===== src/rtl/rocket_reset_pkg.sv =====
// Shared state encoding for the Rocket core reset sequencer.
// o_state exposes this encoding directly on the board LEDs.
package rocket_reset_pkg;

  localparam int STATE_W = 2;

  typedef enum logic [STATE_W-1:0] {
    HOLD    = 2'b00,
    STRETCH = 2'b01,
    RUN     = 2'b10,
    DRAIN   = 2'b11
  } seqState_t;

endpackage


===== src/rtl/reset_debounce.sv =====
// Synchronizes MMCM lock and the CPU-reset pushbutton into the core clock domain.
// RESET_SEQ_DEBOUNCE_EN selects the stable-count debounce; otherwise the synced button passes through.
module reset_debounce #(
  parameter int DEBOUNCE_CYCLES = 100000
) (
  input  logic clk,
  input  logic rstn,
  input  logic i_mmcm_locked,
  input  logic i_cpu_reset,
  output logic o_locked_s,
  output logic o_button_deb
);

  logic [1:0] r_lockSync;
  logic [1:0] r_btnSync;

  always_ff @(posedge clk) begin
    if (!rstn) begin
      r_lockSync <= 2'b00;
      r_btnSync  <= 2'b00;
    end else begin
      r_lockSync <= {r_lockSync[0], i_mmcm_locked};
      r_btnSync  <= {r_btnSync[0], i_cpu_reset};
    end
  end

  assign o_locked_s = r_lockSync[1];

`ifdef RESET_SEQ_DEBOUNCE_EN
  localparam int CNT_W = (DEBOUNCE_CYCLES > 1) ? $clog2(DEBOUNCE_CYCLES) : 1;
  localparam logic [CNT_W-1:0] CNT_LAST = CNT_W'(DEBOUNCE_CYCLES - 1);

  logic [CNT_W-1:0] r_stableCnt;
  logic             r_buttonDeb;

  // Counts consecutive cycles the synced level disagrees with the accepted level;
  // any return to the accepted level restarts the count.
  always_ff @(posedge clk) begin
    if (!rstn) begin
      r_stableCnt <= '0;
      r_buttonDeb <= 1'b0;
    end else if (r_btnSync[1] == r_buttonDeb) begin
      r_stableCnt <= '0;
    end else if (r_stableCnt == CNT_LAST) begin
      r_stableCnt <= '0;
      r_buttonDeb <= r_btnSync[1];
    end else begin
      r_stableCnt <= r_stableCnt + 1'b1;
    end
  end

  assign o_button_deb = r_buttonDeb;
`else
  assign o_button_deb = r_btnSync[1];
`endif

endmodule


===== src/rtl/rocket_reset_sequencer.sv =====
// Core reset sequencer for the Rocket Top: lock/button driven FSM with AXI drain before button resets.
// Build option RESET_SEQ_DEBOUNCE_EN enables the pushbutton debounce counter in reset_debounce.
module rocket_reset_sequencer
  import rocket_reset_pkg::*;
#(
  parameter int DEBOUNCE_CYCLES = 100000,
  parameter int STRETCH_CYCLES  = 64,
  parameter int DRAIN_TIMEOUT   = 4096,
  parameter int OUTSTANDING_W   = 8
) (
  input  logic               clk,
  input  logic               rstn,
  input  logic               i_mmcm_locked,
  input  logic               i_cpu_reset,
  input  logic               i_axi_awvalid,
  input  logic               i_axi_awready,
  input  logic               i_axi_bvalid,
  input  logic               i_axi_bready,
  input  logic               i_axi_arvalid,
  input  logic               i_axi_arready,
  input  logic               i_axi_rvalid,
  input  logic               i_axi_rready,
  input  logic               i_axi_rlast,
  output logic               o_core_reset,
  output logic [STATE_W-1:0] o_state,
  output logic               o_drain_timeout
);

  localparam int STR_W = (STRETCH_CYCLES > 1) ? $clog2(STRETCH_CYCLES) : 1;
  localparam int TMO_W = (DRAIN_TIMEOUT > 1) ? $clog2(DRAIN_TIMEOUT) : 1;
  localparam logic [STR_W-1:0] STRETCH_LAST = STR_W'(STRETCH_CYCLES - 1);
  localparam logic [TMO_W-1:0] DRAIN_LAST   = TMO_W'(DRAIN_TIMEOUT - 1);

  logic w_lockedS;
  logic w_buttonDeb;
  logic w_awFire, w_bFire, w_arFire, w_rFire;
  logic w_timeoutHit;

  seqState_t r_state, w_stateNext;
  logic      r_coreReset;
  logic      r_drainTimeout;

  logic [STR_W-1:0]         r_stretchCnt;
  logic [TMO_W-1:0]         r_drainCnt;
  logic [OUTSTANDING_W-1:0] r_wrOut, r_rdOut, w_wrNext, w_rdNext;

  reset_debounce #(
    .DEBOUNCE_CYCLES(DEBOUNCE_CYCLES)
  ) u_debounce (
    .clk          (clk),
    .rstn         (rstn),
    .i_mmcm_locked(i_mmcm_locked),
    .i_cpu_reset  (i_cpu_reset),
    .o_locked_s   (w_lockedS),
    .o_button_deb (w_buttonDeb)
  );

  assign w_awFire = i_axi_awvalid & i_axi_awready;
  assign w_bFire  = i_axi_bvalid & i_axi_bready;
  assign w_arFire = i_axi_arvalid & i_axi_arready;
  assign w_rFire  = i_axi_rvalid & i_axi_rready & i_axi_rlast;

  // Saturating outstanding counts; held at zero while the core is in reset.
  always_comb begin
    w_wrNext = r_wrOut;
    w_rdNext = r_rdOut;
    if (r_coreReset) begin
      w_wrNext = '0;
      w_rdNext = '0;
    end else begin
      if (w_awFire && !w_bFire && r_wrOut != '1)       w_wrNext = r_wrOut + 1'b1;
      else if (!w_awFire && w_bFire && r_wrOut != '0)  w_wrNext = r_wrOut - 1'b1;
      if (w_arFire && !w_rFire && r_rdOut != '1)       w_rdNext = r_rdOut + 1'b1;
      else if (!w_arFire && w_rFire && r_rdOut != '0)  w_rdNext = r_rdOut - 1'b1;
    end
  end

  always_ff @(posedge clk) begin
    if (!rstn) begin
      r_wrOut <= '0;
      r_rdOut <= '0;
    end else begin
      r_wrOut <= w_wrNext;
      r_rdOut <= w_rdNext;
    end
  end

  // RUN is only entered with the button released, so its level in RUN marks a new press.
  always_comb begin
    w_stateNext  = r_state;
    w_timeoutHit = 1'b0;
    case (r_state)
      HOLD: begin
        if (w_lockedS && !w_buttonDeb) w_stateNext = STRETCH;
      end
      STRETCH: begin
        if (!w_lockedS || w_buttonDeb)        w_stateNext = HOLD;
        else if (r_stretchCnt == STRETCH_LAST) w_stateNext = RUN;
      end
      RUN: begin
        if (!w_lockedS)       w_stateNext = HOLD;
        else if (w_buttonDeb) w_stateNext = DRAIN;
      end
      DRAIN: begin
        if (!w_lockedS) begin
          w_stateNext = HOLD;
        end else if (w_wrNext == '0 && w_rdNext == '0) begin
          w_stateNext = HOLD;
        end else if (r_drainCnt == DRAIN_LAST) begin
          w_stateNext  = HOLD;
          w_timeoutHit = 1'b1;
        end
      end
      default: w_stateNext = HOLD;
    endcase
  end

  always_ff @(posedge clk) begin
    if (!rstn) begin
      r_state        <= HOLD;
      r_coreReset    <= 1'b1;
      r_drainTimeout <= 1'b0;
    end else begin
      r_state     <= w_stateNext;
      r_coreReset <= (w_stateNext == HOLD) || (w_stateNext == STRETCH);
      if (w_timeoutHit) r_drainTimeout <= 1'b1;
    end
  end

  always_ff @(posedge clk) begin
    if (!rstn) begin
      r_stretchCnt <= '0;
      r_drainCnt   <= '0;
    end else begin
      r_stretchCnt <= (r_state == STRETCH && w_stateNext == STRETCH) ? r_stretchCnt + 1'b1 : '0;
      r_drainCnt   <= (r_state == DRAIN && w_stateNext == DRAIN) ? r_drainCnt + 1'b1 : '0;
    end
  end

  assign o_core_reset    = r_coreReset;
  assign o_state         = r_state;
  assign o_drain_timeout = r_drainTimeout;

endmodule

===== config.mk =====
export PLATFORM = sky130hd
export DESIGN_NAME = rocket_reset_sequencer
export DESIGN_NICKNAME = d
export VERILOG_FILES = /design/src/rtl/rocket_reset_pkg.sv /design/src/rtl/reset_debounce.sv /design/src/rtl/rocket_reset_sequencer.sv
export SDC_FILE = /design/constraint.sdc
export NUM_CORES = 1
export LEC_CHECK = 0
export BUFFER_PORTS_ARGS = -buffer_cell sky130_fd_sc_hd__buf_2
export CAP_MARGIN = 20
export CORE_MARGIN = 2
export CORE_UTILIZATION = 48
export DETAILED_ROUTE_END_ITERATION = 7
export MAX_ROUTING_LAYER = met4
export PLACE_DENSITY = 0.66
export SLEW_MARGIN = 20
export SYNTH_ARGS = -nofsm -noshare
export SYNTH_HDL_FRONTEND = slang
export SYNTH_SLANG_ARGS = --single-unit

===== constraint.sdc =====
create_clock -name clk -period 6.1 [get_ports clk]
set_clock_uncertainty 0.1 [all_clocks]
set_input_delay 0.305 -clock clk [delete_from_list [all_inputs] [get_ports clk]]
set_output_delay 0.305 -clock clk [all_outputs]
set_load 0.005 [all_outputs]

# Yosys cells after proc, flatten, opt, wreduce, memory -nomap -nowiden
# Index checks and enable logic that the tools add are counted.
# Widths: inputs -> output; s select.
# classes
n_mux,19
n_addsub,6
n_reduce_logical,28
eq_ne,9
n_bitwise,5
# op_table
cell,count
$mux 8,6
$add 8x1->8 const B,2
$logic_not 8->1,2
$mux 2,8
$ne 8x8->1 const B,2
$reduce_bool 8->1,2
$sub 8x1->8 const B,2
$add 12x1->12 const B,1
$eq 12x12->1 const B,1
$logic_and 1x1->1,12
$pmux 2 s4,1
$add 6x1->6 const B,1
$eq 2x2->1 const B,3
$eq 6x6->1 const B,1
$logic_not 1->1,6
$and 1x1->1,5
$eq 2x1->1 const B,2
$logic_not 2->1,2
$mux 1,4
$reduce_and 2->1,2
$logic_or 1x1->1,2
# totals
elab_cells,76
reg_bits,42

# Depth between registers and ports, before layout
# depth
depth_word,15
mapped_depth,11
mapped_depth_nobuf,9

# Hierarchy
# Synthesis repeated with hierarchy kept, for this count alone.
# unflattened
cells_unflattened,270
hier_area_um2,2327.2
# by_module_without_submodules
module,cells_per_inst,area_each_um2,instances,seq_area_each_um2
rocket_reset_sequencer,262,2222.1,1,760.7
reset_debounce,8,105.1,1,80.1

# Worst setup path after synthesis
# Ideal clock, no wire load.
# synth_timing
kind,flip-flop to flip-flop
startpoint,register r_rdOut[0]
endpoint,register r_state[1] (netlist: o_state[1])
required_ns,5.885
period_less_slack_ns,3.055
n_path_buf,0
path_stages_with_launch,10
arrival_time_ns,2.840
setup_slack_ns,3.045
cell_sequence,dfxtp_1 inv_1 ha_1 or4b_4 o211a_1 a32oi_1 mux2_2 a311o_1 or4b_1 and2_1
# synth_via
elab_chain_cells,10
# synth_lines
item,line_no,source
"start, declared",rocket_reset_sequencer.sv:45,"logic [OUTSTANDING_W-1:0] r_wrOut, r_rdOut, w_wrNext, w_rdNext;"
"start signal, assigned",rocket_reset_sequencer.sv:84,r_rdOut <= w_rdNext;
"parallel branches: the longest is 3 deep, another holds $sub 8x1->8",n/a,
$mux 8 (*),rocket_reset_sequencer.sv:73,if (w_arFire && !w_rFire && r_rdOut != '1) w_rdNext = r_rdOut + 1'b1;
$mux 8 (*),rocket_reset_sequencer.sv:67,if (r_coreReset) begin
$logic_not 8->1 (*),rocket_reset_sequencer.sv:107,end else if (w_wrNext == '0 && w_rdNext == '0) begin
$logic_and 1x1->1 (*),rocket_reset_sequencer.sv:107,
$mux 2 (*),rocket_reset_sequencer.sv:107,
$mux 2 (*),rocket_reset_sequencer.sv:105,if (!w_lockedS) begin
$pmux 2 s4 (*),rocket_reset_sequencer.sv:92,case (r_state)
"end signal, assigned",rocket_reset_sequencer.sv:124,r_state <= w_stateNext;
"end, declared",rocket_reset_sequencer.sv:39,"seqState_t r_state, w_stateNext;"
# Every way passes the cells marked *.
# A chain may end at the register's enable or synchronous reset.

# Worst setup path after layout
# layout_timing
startpoint,register r_rdOut[1]
endpoint,register r_drainTimeout (netlist: o_drain_timeout)
# layout_via
elab_chain_cells,10
# layout_lines
item,line_no,source
"parallel branches: the longest is 3 deep, another holds $sub 8x1->8",n/a,
$mux 8 (*),rocket_reset_sequencer.sv:73,
$mux 8 (*),rocket_reset_sequencer.sv:67,
$logic_not 8->1 (*),rocket_reset_sequencer.sv:107,
$logic_and 1x1->1 (*),rocket_reset_sequencer.sv:107,
$mux 1 (*),rocket_reset_sequencer.sv:107,
$mux 1 (*),rocket_reset_sequencer.sv:105,
$mux 1 (*),rocket_reset_sequencer.sv:92,
"end signal, assigned",rocket_reset_sequencer.sv:122,r_drainTimeout <= 1'b0;
"end signal, assigned",rocket_reset_sequencer.sv:126,if (w_timeoutHit) r_drainTimeout <= 1'b1;
"end, declared",rocket_reset_sequencer.sv:41,logic r_drainTimeout;
# Marked as above.

==> qor.yml <==
outcome:
  outcome: "completed"
global_route:
  grt_pass1_wl_um: 9090
  grt_pass1_vias: 2075
  grt_max_degree: 17
  grt_usage: 0.192
  antenna_found_initial: 0
  grt_overflow: 0
routing:
  via_per_inst: 5.89
  drc: 0
  routed_wl_um: 5190
  wire_per_inst_um: 13.9
  vias: 2202
  final_antenna_net_count: 0
  firstDrtPassIters: 4
  drt_iter0_markers: 122
synth:
  ys_async_sr_fraction: 0
  ys_types: 61
  synth.mux.area_fraction: 0.00903
  synth.ff_latch_count: 42
  synth_xor_area_frac: 0.0597
  synth_flop_cell: "dfxtp_1"
  syn_area_per_cell_um2: 8.45
  synth_top_family_by_area: "simple AND/OR/NAND/NOR gates"
  seq_area_frac_synth: 0.337
  synth-edff-count: 0
  synthAdderAreaFrac: 0.0301
  synth-compound-area-share: 0.187
  netlist_instances: 295
  synth.net_count: 314
  synthSimpleGateAreaFrac: 0.329
  netlist_area_mm2: 0.00249
  synth_warnings: 0
cts:
  clk_pin_slew_ns: 0.08
  clock_path_buffers: 2
  root_buffer: "clkbuf_8"
  cts_hold_buffers: 0
  htreeDepth: 2
  clk_latency_ns: 0.29
  cts_setup_buffers: 0
  post_cts_resized: 0
  clock-sinks: 42
  numCtsBuffers: 5
  cts_tree: "built"
cells_and_area:
  final_cell_mix: "dfxtp_1, nor2_1, nand3_1, nor3_1"
  final_common_cell: "dfxtp_1"
  n_antenna_cell: 0
  fin_util: 0.530
  fillers: 494
  drive_above_1_share: 0.102
  seqCellArea_um2: 841
  area_delta_synth_final_pct: 7.83
  multiInputGateArea_mm2: 0.00153
  fin_nets: 322
setup_path:
  cp-start-kind: "flop"
  cp.arrival_ns: 3.65
  critPathMaxFanout: 14
  endpoint_kind: "flop"
  slowest_delay_ns: 0.68
  critPathRequiredTime_ns: 6.16
  worstSetupPathType: "flop to flop"
  crit_chain: "inv_1 > ha_1 > or4b_4 > o211a_1 > a32oi_1 > mux2_2 > a311o_1 > nor4_4 > o31ai_1"
  critical-path-slowest-cell: "nor4_4"
  critPathTopFamily: "simple AND/OR/NAND/NOR gates"
  critPathBufInv: 1
power:
  peakVddDrop_uv: 131
  p_leak_nw: 0.969
  p_per_area_mw_per_mm2: 190
sta:
  drv_slew: 0
  clock.fmax_ghz: 0.278
  hold_ws_ns: 0.120
  max_slew_margin: 0.511
  worst_slew_pin_slew_ns: 0.728
  finalHoldViolations: 0
  post-route-min-period_ns: 3.60
  post-route-period-util: 0.590
  finalSetupViolCount: 0
  rsz0062_at_grt: "no"
  fin_setup_tns_ns: 0
die:
  dieWidth_um: 76.1
  dieArea_mm2: 0.00579
  die_h_um: 76.1
  core_area_mm2: 0.00507
  rows: 26
  ios: 17
  start_util: 0.491
worst_hold_path:
  min_path_type: "input port to flop"
placement:
  gp_congestion: 0.957
  detailed_place_hpwl_um: 3790
  io_buffers: 16
flow_run:
  drv_cap: 0
-- cell type report --
class | count | share of cell area
tap | 70 | 0.0326
clock inverter | 2 | 0.0140
sequential | 42 | 0.313
multi-input combinational | 228 | 0.570
inverter | 10 | 0.0140
clock buffer | 6 | 0.0270
timing repair buffer | 16 | 0.0298
-- where the power goes --
group / leakage (nW) / total (mW) / switching, mW / internal (mW)
Clock: 0.0514 / 0.213 / 0.0911 / 0.122
Sequential: 0.339 / 0.276 / 0.000741 / 0.275
Combinational: 0.579 / 0.0228 / 0.0135 / 0.00923
Total: 0.969 / 0.512 / 0.105 / 0.407
-- state kept, by name (all words and copies together), names as in the netlist --
signal                 count
r_drainCnt                12
r_rdOut                    8
r_wrOut                    8
r_stretchCnt               6
o_state                    2
u_debounce.r_btnSync       2
u_debounce.r_lockSync      2
o_core_reset               1
o_drain_timeout            1
-- final timing paths --
path | start | endpoint | slack [ns] | cells after the start
setup / recovery | r_rdOut[1]$_SDFF_PN0_ | o_drain_timeout$_SDFFE_PN0P_ | 2.50 | 9
hold / removal | i_mmcm_locked | u_debounce.r_lockSync[0]$_SDFF_PN0_ | 0.12 | 2
setup reg to reg | r_rdOut[1]$_SDFF_PN0_ | o_drain_timeout$_SDFFE_PN0P_ | 2.50 | 9
hold reg to reg | u_debounce.r_btnSync[0]$_SDFF_PN0_ | u_debounce.r_btnSync[1]$_SDFF_PN0_ | 0.33 | 1
-- cell families after synthesis --
| kind of cell | Yosys count |
|---|---|
| compound gates | 60 |
| xor+xnor | 17 |
| fa+ha+maj | 6 |
| buf+inv | 25 |
| flops | 42 |
| mux | 2 |
| simple gates | 143 |
-- cell usage after synthesis (3+ instances only) --
cell / n / share of area
o21ai_0: 5 / 0.010
and3_1: 14 / 0.035
and2_1: 13 / 0.033
o21a_1: 4 / 0.012
ha_1: 6 / 0.030
xnor2_1: 6 / 0.021
nand2_1: 16 / 0.024
nor4_1: 6 / 0.015
o211ai_1: 3 / 0.0090
inv_1: 10 / 0.015
or3_1: 6 / 0.015
o2111ai_1: 3 / 0.011
nand3_1: 20 / 0.040
clkbuf_1: 6 / 0.0090
and4_1: 4 / 0.014
a311oi_1: 3 / 0.011
xor2_1: 11 / 0.039
a211oi_1: 4 / 0.012
a2111oi_0: 4 / 0.014
a21oi_1: 7 / 0.014
nor3_1: 19 / 0.038
buf_2: 6 / 0.012
nand4_1: 6 / 0.015
a32oi_1: 3 / 0.011
a31oi_1: 3 / 0.0075
nor2_1: 20 / 0.030
dfxtp_1: 42 / 0.34
-- per-layer routing --
| metal | track usage | routed length [µm] |
|---|---|---|
| met1 | 0.245 | 2540 |
| met2 | 0.307 | 2390 |
| met5 | - | 0 |
| met3 | 0.0355 | 183 |
| met4 | 0.0655 | 72 |
-- through the flow --
| stage | worst slack [ns] | power, mW | std cells | instance area, µm² |
|---|---|---|---|---|
| 6_report | 2.50 | 0.512 | 374 | 2690 |
| 5_1_grt | 2.19 | 0.530 | 374 | 2690 |
| 4_1_cts | 2.51 | 0.520 | 374 | 2690 |
| 3_5_place_dp | 2.50 | 0.305 | 366 | 2580 |
| 3_3_place_gp | 2.58 | 0.305 | 366 | 2580 |
| 2_1_floorplan | 3.05 | 0.298 | 295 | 2490 |
Note: power is estimated with default switching activity, not from simulation.
